==> config.mk <==
export PLATFORM = sky130hd
export DESIGN_NAME = t01_uart_cmd_rx_flat
export DESIGN_NICKNAME = d
export VERILOG_FILES = /design/src/rtl/t01_uart_cmd_rx_if.sv /design/src/rtl/t01_uart_cmd_rx.sv /design/src/flat_wrapper.sv
export SDC_FILE = /design/constraint.sdc
export NUM_CORES = 1
export LEC_CHECK = 0
export CORE_ASPECT_RATIO = 1.5
export CORE_UTILIZATION = 55
export CTS_CLUSTER_SIZE = 40
export DETAILED_ROUTE_END_ITERATION = 6
export PLACE_DENSITY = 0.82
export REMOVE_ABC_BUFFERS = 1
export SLEW_MARGIN = 20
export SYNTH_ARGS = -nofsm -noshare
export SYNTH_HDL_FRONTEND = slang
export SYNTH_SLANG_ARGS = --single-unit
==> constraint.sdc <==
create_clock -name clk -period 2.2 [get_ports clk]
set_input_delay 0.44 -clock clk [delete_from_list [all_inputs] [get_ports clk]]
set_output_delay 0.44 -clock clk [all_outputs]
set_load 0.01 [all_outputs]
==> src/rtl/t01_uart_cmd_rx_if.sv <==
// ----------------------------------------------------------------------------
// t01_uart_cmd_rx_if
// Bundles the serial input line and all receiver outputs of t01_uart_cmd_rx.
//   rx                 : raw serial line, idle high (driven by the line side)
//   rx_byte[7:0]       : last correctly framed byte
//   rx_valid           : one-cycle pulse, rx_byte just updated
//   frame_err          : one-cycle pulse, stop bit sampled low
//   busy               : receiver not idle
//   cmd_left/right/rot_r/rot_l/speed/start : one-cycle command pulses
// master = line/host side, slave = receiver.
// ----------------------------------------------------------------------------
interface t01_uart_cmd_rx_if;
    logic       rx;
    logic [7:0] rx_byte;
    logic       rx_valid;
    logic       frame_err;
    logic       busy;
    logic       cmd_left;
    logic       cmd_right;
    logic       cmd_rot_r;
    logic       cmd_rot_l;
    logic       cmd_speed;
    logic       cmd_start;

    modport master (
        output rx,
        input  rx_byte, rx_valid, frame_err, busy,
        input  cmd_left, cmd_right, cmd_rot_r, cmd_rot_l, cmd_speed, cmd_start
    );

    modport slave (
        input  rx,
        output rx_byte, rx_valid, frame_err, busy,
        output cmd_left, cmd_right, cmd_rot_r, cmd_rot_l, cmd_speed, cmd_start
    );
endinterface

==> src/rtl/t01_uart_cmd_rx.sv <==
// ----------------------------------------------------------------------------
// t01_uart_cmd_rx
// 8N1 UART receiver with ASCII command decode for the Tetris build.
//   clk   : system clock
//   nrst  : asynchronous active-low reset
//   bus   : t01_uart_cmd_rx_if.slave (rx in; byte, valid, frame_err, busy and
//           cmd_* pulses out)
// Command bytes: 'a' left, 'd' right, 'w' rotate right, 'q' rotate left,
// 's' speed, ' ' start. Any other byte yields rx_valid with no cmd pulse.
// ----------------------------------------------------------------------------
module t01_uart_cmd_rx #(
    parameter int unsigned CLKS_PER_BIT = 217,
    parameter int unsigned HALF_BIT     = CLKS_PER_BIT / 2
) (
    input  logic              clk,
    input  logic              nrst,
    t01_uart_cmd_rx_if.slave  bus
);
    localparam int unsigned   CW       = $clog2(CLKS_PER_BIT);
    localparam logic [CW-1:0] CNT_LAST = CW'(CLKS_PER_BIT - 1);
    localparam logic [CW-1:0] CNT_HALF = CW'(HALF_BIT - 1);

    typedef enum logic [2:0] {
        S_IDLE,
        S_START,
        S_DATA,
        S_STOP,
        S_WAIT_HIGH
    } state_e;

    state_e        state_q, state_d;
    logic          rx_meta_q, rxs_q;
    logic [CW-1:0] cnt_q, cnt_d;
    logic [2:0]    idx_q, idx_d;
    logic [7:0]    shift_q, shift_d;
    logic [7:0]    byte_q, byte_d;
    logic          valid_q, valid_d;
    logic          ferr_q, ferr_d;
    // {start, speed, rot_l, rot_r, right, left}
    logic [5:0]    cmd_q, cmd_d;

    function automatic logic [5:0] decode(input logic [7:0] b);
        logic [5:0] c;
        c = '0;
        case (b)
            8'h61:   c = 6'b000001;
            8'h64:   c = 6'b000010;
            8'h77:   c = 6'b000100;
            8'h71:   c = 6'b001000;
            8'h73:   c = 6'b010000;
            8'h20:   c = 6'b100000;
            default: c = '0;
        endcase
        return c;
    endfunction

    always_ff @(posedge clk or negedge nrst) begin
        if (!nrst) begin
            rx_meta_q <= 1'b1;
            rxs_q     <= 1'b1;
        end else begin
            rx_meta_q <= bus.rx;
            rxs_q     <= rx_meta_q;
        end
    end

    always_ff @(posedge clk or negedge nrst) begin
        if (!nrst) begin
            state_q <= S_IDLE;
            cnt_q   <= '0;
            idx_q   <= '0;
            shift_q <= '0;
            byte_q  <= '0;
            valid_q <= 1'b0;
            ferr_q  <= 1'b0;
            cmd_q   <= '0;
        end else begin
            state_q <= state_d;
            cnt_q   <= cnt_d;
            idx_q   <= idx_d;
            shift_q <= shift_d;
            byte_q  <= byte_d;
            valid_q <= valid_d;
            ferr_q  <= ferr_d;
            cmd_q   <= cmd_d;
        end
    end

    always_comb begin
        state_d = state_q;
        cnt_d   = cnt_q + 1'b1;
        idx_d   = idx_q;
        shift_d = shift_q;
        byte_d  = byte_q;
        valid_d = 1'b0;
        ferr_d  = 1'b0;
        cmd_d   = '0;

        case (state_q)
            S_IDLE: begin
                cnt_d = '0;
                if (!rxs_q) state_d = S_START;
            end
            S_START: begin
                idx_d = '0;
                if (cnt_q == CNT_HALF) state_d = rxs_q ? S_IDLE : S_DATA;
            end
            S_DATA: begin
                // Sampling points are one full bit apart, starting one bit
                // after mid-start, so each lands mid-bit.
                if (cnt_q == CNT_LAST) begin
                    shift_d[idx_q] = rxs_q;
                    cnt_d          = '0;
                    if (idx_q == 3'd7) state_d = S_STOP;
                    else               idx_d   = idx_q + 3'd1;
                end
            end
            S_STOP: begin
                // Returning to IDLE at mid-stop leaves half a bit of margin
                // to catch a start bit that follows immediately.
                if (cnt_q == CNT_LAST) begin
                    if (rxs_q) begin
                        state_d = S_IDLE;
                        byte_d  = shift_q;
                        valid_d = 1'b1;
                        cmd_d   = decode(shift_q);
                    end else begin
                        state_d = S_WAIT_HIGH;
                        ferr_d  = 1'b1;
                    end
                end
            end
            S_WAIT_HIGH: begin
                cnt_d = '0;
                if (rxs_q) state_d = S_IDLE;
            end
            default: state_d = S_IDLE;
        endcase

        // Every state entry restarts the baud counter.
        if (state_d != state_q) cnt_d = '0;
    end

    assign bus.rx_byte   = byte_q;
    assign bus.rx_valid  = valid_q;
    assign bus.frame_err = ferr_q;
    assign bus.busy      = (state_q != S_IDLE);
    assign bus.cmd_left  = cmd_q[0];
    assign bus.cmd_right = cmd_q[1];
    assign bus.cmd_rot_r = cmd_q[2];
    assign bus.cmd_rot_l = cmd_q[3];
    assign bus.cmd_speed = cmd_q[4];
    assign bus.cmd_start = cmd_q[5];
endmodule

==> src/flat_wrapper.sv <==
// flat-port wrapper written by rule: the top's interface ports become plain ports
module t01_uart_cmd_rx_flat 
#(
    parameter int unsigned CLKS_PER_BIT = 217,
    parameter int unsigned HALF_BIT     = CLKS_PER_BIT / 2
)
  (clk, nrst, bus_rx, bus_rx_byte, bus_rx_valid, bus_frame_err, bus_busy, bus_cmd_left, bus_cmd_right, bus_cmd_rot_r, bus_cmd_rot_l, bus_cmd_speed, bus_cmd_start);
  t01_uart_cmd_rx_if bus_i ();
  input  logic clk;
  input  logic nrst;
  input wire logic [$bits(bus_i.rx)-1:0] bus_rx;
  output wire logic [$bits(bus_i.rx_byte)-1:0] bus_rx_byte;
  output wire logic [$bits(bus_i.rx_valid)-1:0] bus_rx_valid;
  output wire logic [$bits(bus_i.frame_err)-1:0] bus_frame_err;
  output wire logic [$bits(bus_i.busy)-1:0] bus_busy;
  output wire logic [$bits(bus_i.cmd_left)-1:0] bus_cmd_left;
  output wire logic [$bits(bus_i.cmd_right)-1:0] bus_cmd_right;
  output wire logic [$bits(bus_i.cmd_rot_r)-1:0] bus_cmd_rot_r;
  output wire logic [$bits(bus_i.cmd_rot_l)-1:0] bus_cmd_rot_l;
  output wire logic [$bits(bus_i.cmd_speed)-1:0] bus_cmd_speed;
  output wire logic [$bits(bus_i.cmd_start)-1:0] bus_cmd_start;
  assign bus_i.rx = bus_rx;
  assign bus_rx_byte = bus_i.rx_byte;
  assign bus_rx_valid = bus_i.rx_valid;
  assign bus_frame_err = bus_i.frame_err;
  assign bus_busy = bus_i.busy;
  assign bus_cmd_left = bus_i.cmd_left;
  assign bus_cmd_right = bus_i.cmd_right;
  assign bus_cmd_rot_r = bus_i.cmd_rot_r;
  assign bus_cmd_rot_l = bus_i.cmd_rot_l;
  assign bus_cmd_speed = bus_i.cmd_speed;
  assign bus_cmd_start = bus_i.cmd_start;
  t01_uart_cmd_rx #(.CLKS_PER_BIT(CLKS_PER_BIT), .HALF_BIT(HALF_BIT)) u_core (.clk(clk), .nrst(nrst), .bus(bus_i));
endmodule
==> summary.txt <==
Run status
  – Status: finished, final reports clean

Synthesis
  – Post-synthesis adder-cell area fraction: 2.61%
  – Yosys warns: 0
  – Compound-gate portion of the synthesized area: 4.44%
  – Post-Synth Simple-Gate Area: 24.8%
  – Xor/xnor cell area share of the yosys netlist: 2.75%
  – Gate Count Post-Synth: 171
  – Mapped Area: 1910 um2
  – Number of distinct library cells after synthesis: slightly above 40
  – Synthesis-stage register bit count: 40
  – Mux share of post-synthesis cell area: 9.41%
  – Mapped Avg Cell Area: 11.2 um2
  – Largest family of logic cells by synthesized area: simple AND/OR/NAND/NOR gates
  – Sequential area share after synthesis: a little over half

Power
  – Power per cell area: 626 nW/um2
  – Sw Ratio: 18.8%
  – Clock share of power: 45.9%
  – Total power draw: 1.41 mW
  – Worst vdd ir: slightly above 0.5 mV
  – Sw power: 0.264 mW
  – Logic pwr share: 1.6%
  – Int Pwr: 1.14 mW
  – Part of the power in registers: 52.6%
  – Lkg Pwr: 0.967 nW

Floorplanning
  – DIE HEIGHT: 74.3 um
  – # rows: 25
  – Core area: 3220 um2
  – DIE WIDTH: 50.2 um
  – Total die area: 3730 um2
  – Initial Util: 59.4%
  – # IOs: 20

STA
  – Final min period: 2.11 ns
  – Worst Skew: 0.00488 ns
  – Final period utilization: 95.8%
  – Slew margin rel.: 42.6%
  – Unrepaired setup endpoints after global routing: no
  – Final setup TNS: 0 ns
  – Slew @ Worst Pin: 0.861 ns
  – Final Max Tran Viols: 0
  – Finish-stage setup viols: 0
  – Hold Vio Cnt, Final: 0
  – F_max: 475 MHz

Routing
  – DR vias: 1385
  – Total length of routed wires: approximately 3700 um
  – # DRC: 0
  – Wirelength per Cell: about 16 um
  – Drt pass-1 iters: 4
  – DR iter-0 viols: 34
  – Vias per Instance: 5.94
  – ANT nets after route: 0

Setup path
  – Worst reg-to-reg path cell count: 6
  – Reg2reg setup slack: 0.29 ns
  – Worst EP required: 1.76 ns
  – Worst r2r src: u_core.cnt_q[0]$_DFF_PN0_
  – Worst setup SP type: flip-flop
  – Worst-path fanout max: 13
  – Critical Path End Type: primary output
  – Reg2reg end: u_core.shift_q[6]$_DFFE_PN0P_
  – Worst Setup Path Type: reg -> out
  – Critical path arrival: 1.67 ns

Global route
  – Gr ovfl total: 0
  – Gr usage total: 23.5%
  – First-pass GRT wire length: roughly 6400 um
  – Largest net degree at the start of global routing: just over 40
  – Initial antenna violation count: 0
  – Number of global-route vias before repair: between 1000 and 1500

CTS
  – Hold buffer count at CTS: 0
  – CTS resizes: 0
  – CTS tree: yes
  – Setup bufs post-CTS: 0
  – Root Buffer: clkbuf_8
  – # clock sinks: 40
  – Worst-Skew Late Latency: 0.29 ns
  – Clock buffer depth: 2
  – Clock transition at path regs: 0.07 ns
  – H-tree levels: 2
  – CTS Buf Count: 5

Cells and area
  – Final net count: 199
  – Share of layout cells above drive strength 1: 18.7%
  – Area grow syn2layout: 17.3%
  – N_diodes: 0
  – Post-Layout Cell Count: 233
  – Finished Core Util: 69.7%

Place
  – PortBufs: 19
  – RePlAce Congestion: 0.904
  – Detailed placement HPWL: between 2000 and 3000 um
  – DP Cell Count: 225

Min path
  – HP Class: in -> async

Job
  – Max cap viols: 0
-- state kept, by name (all words and copies together), names as in the netlist --
name,cells
u_core.bus.rx_byte,8
u_core.shift_q,8
u_core.rx_meta_q,1
u_core.bus.frame_err,1
u_core.idx_q,3
u_core.bus.rx_valid,1
u_core.rxs_q,1
u_core.state_q,3
u_core.cnt_q,8
u_core.cmd_q,6
-- final cells by class --
cell class | instances | area, um2
multi-input combinational | 118 | 843
sequential | 40 | 1000
timing repair buffer | 21 | 200
inverter | 6 | 22.5
tap | 40 | 50.0
clock inverter | 1 | 30.0
fill | 225 | 976
clock buffer | 7 | 96.3
-- layout by cell type, fill, tap and decap left out, drive strengths merged, types with 3 or more instances in the layout --
cell and n:
and3 3, nor4 7, ha 4, nand3 6, buf 3, inv 6, dfrtp 38, clkdlybuf4s50 18
nand2 14, nand4 6, xnor2 4, nand4b 3, clkbuf 7, nor3 12, mux2 16, o21ai 4
a21oi 4, nor2 13
-- power by group through the flow --
stage	clock network [mW]	registers [mW]	logic, mW
after global placement	0	0.753	0.0222
final	0.645	0.739	0.0220
after floorplan	0	0.755	0.00138
after global routing	0.681	0.739	0.0264
after detailed placement	0	0.753	0.0226
after CTS	0.658	0.739	0.0227
-- layer usage --
layer / part of all wire [%] / global-route usage [%] / routed length (um) / vias up
li1: - / - / - / 658
met1: 39 / 25.8 / 1450 / 681
met2: 56 / 41.9 / 2080 / 39
met3: 3.9 / 6.34 / 146 / 7
met4: 1.6 / 10.5 / 58 / 0
met5: 0 / 0 / 0 / -
-- worst max-delay path by stage --
| stage | startpoint | to | slack, ns | cells after the start |
|---|---|---|---|---|
| 5_1_grt | u_core.state_q[0]$_DFF_PN0_ | bus_busy | 0.05 | 2 |
| 2_1_floorplan | u_core.cnt_q[0]$_DFF_PN0_ | u_core.shift_q[4]$_DFFE_PN0P_ | 0.52 | 6 |
| 3_5_place_dp | u_core.cnt_q[0]$_DFF_PN0_ | u_core.shift_q[6]$_DFFE_PN0P_ | 0.32 | 6 |
| 4_1_cts | u_core.state_q[0]$_DFF_PN0_ | bus_busy | 0.1 | 2 |
| 6_report | u_core.state_q[0]$_DFF_PN0_ | bus_busy | 0.09 | 2 |
| 3_3_place_gp | u_core.state_q[0]$_DFF_PN0_ | bus_busy | 0.43 | 2 |
-- Yosys cell counts --
cell	n	area share, %
a211oi_1	1	0.39
a21oi_1	4	1.0
a221oi_1	1	0.46
a31oi_1	2	0.65
and2_1	1	0.33
and3_1	3	0.98
and3b_2	1	0.52
and4_1	1	0.46
and4b_2	1	0.59
buf_2	3	0.78
buf_6	2	1.2
clkbuf_1	2	0.39
dfrtp_1	38	50
dfstp_2	2	2.7
ha_1	4	2.6
inv_1	6	1.2
mux2_1	2	1.2
mux2_2	14	8.2
nand2_1	14	2.7
nand2b_1	2	0.65
nand3_1	5	1.3
nand3_4	1	0.92
nand3b_1	1	0.39
nand4_1	5	1.6
nand4_2	1	0.65
nand4b_1	3	1.4
nor2_1	13	2.5
nor2b_1	1	0.33
nor3_1	10	2.6
nor3_2	1	0.52
nor3_4	1	0.85
nor3b_1	2	0.78
nor4_1	7	2.3
nor4b_2	2	1.6
o21ai_0	4	1.0
o311ai_0	1	0.46
o31ai_1	1	0.39
or3_1	1	0.33
or3b_2	1	0.46
xnor2_1	4	1.8
xor2_1	2	0.92
-- stage by stage --
| stage | hold slack [ns] | area, um2 | setup WS, ns |
|---|---|---|---|
| floorplan | 0.144 | 1870 | 0.515 |
| global placement | 0.348 | 2120 | 0.427 |
| detailed placement | 0.348 | 2120 | 0.323 |
| CTS | 0.278 | 2250 | 0.0956 |
| global route | 0.335 | 2250 | 0.0472 |
| finish | 0.262 | 2250 | 0.0931 |
-- worst max-delay path, cell delays in order, from the launching register on --
cell	delay (ns)
dfrtp_1	0.51
or3_1	0.38
clkdlybuf4s50_1	0.49
-- cell families after synthesis --
| logic type | count (synthesis) |
|---|---|
| muxes | 16 |
| DFF | 40 |
| xor gates and xnor gates | 6 |
| buffers and inverters | 13 |
| and+or+nand+nor | 78 |
| adders and majority gates | 4 |
| AOI/OAI and AO/OA | 14 |
Power figures use the tool's default switching activity.
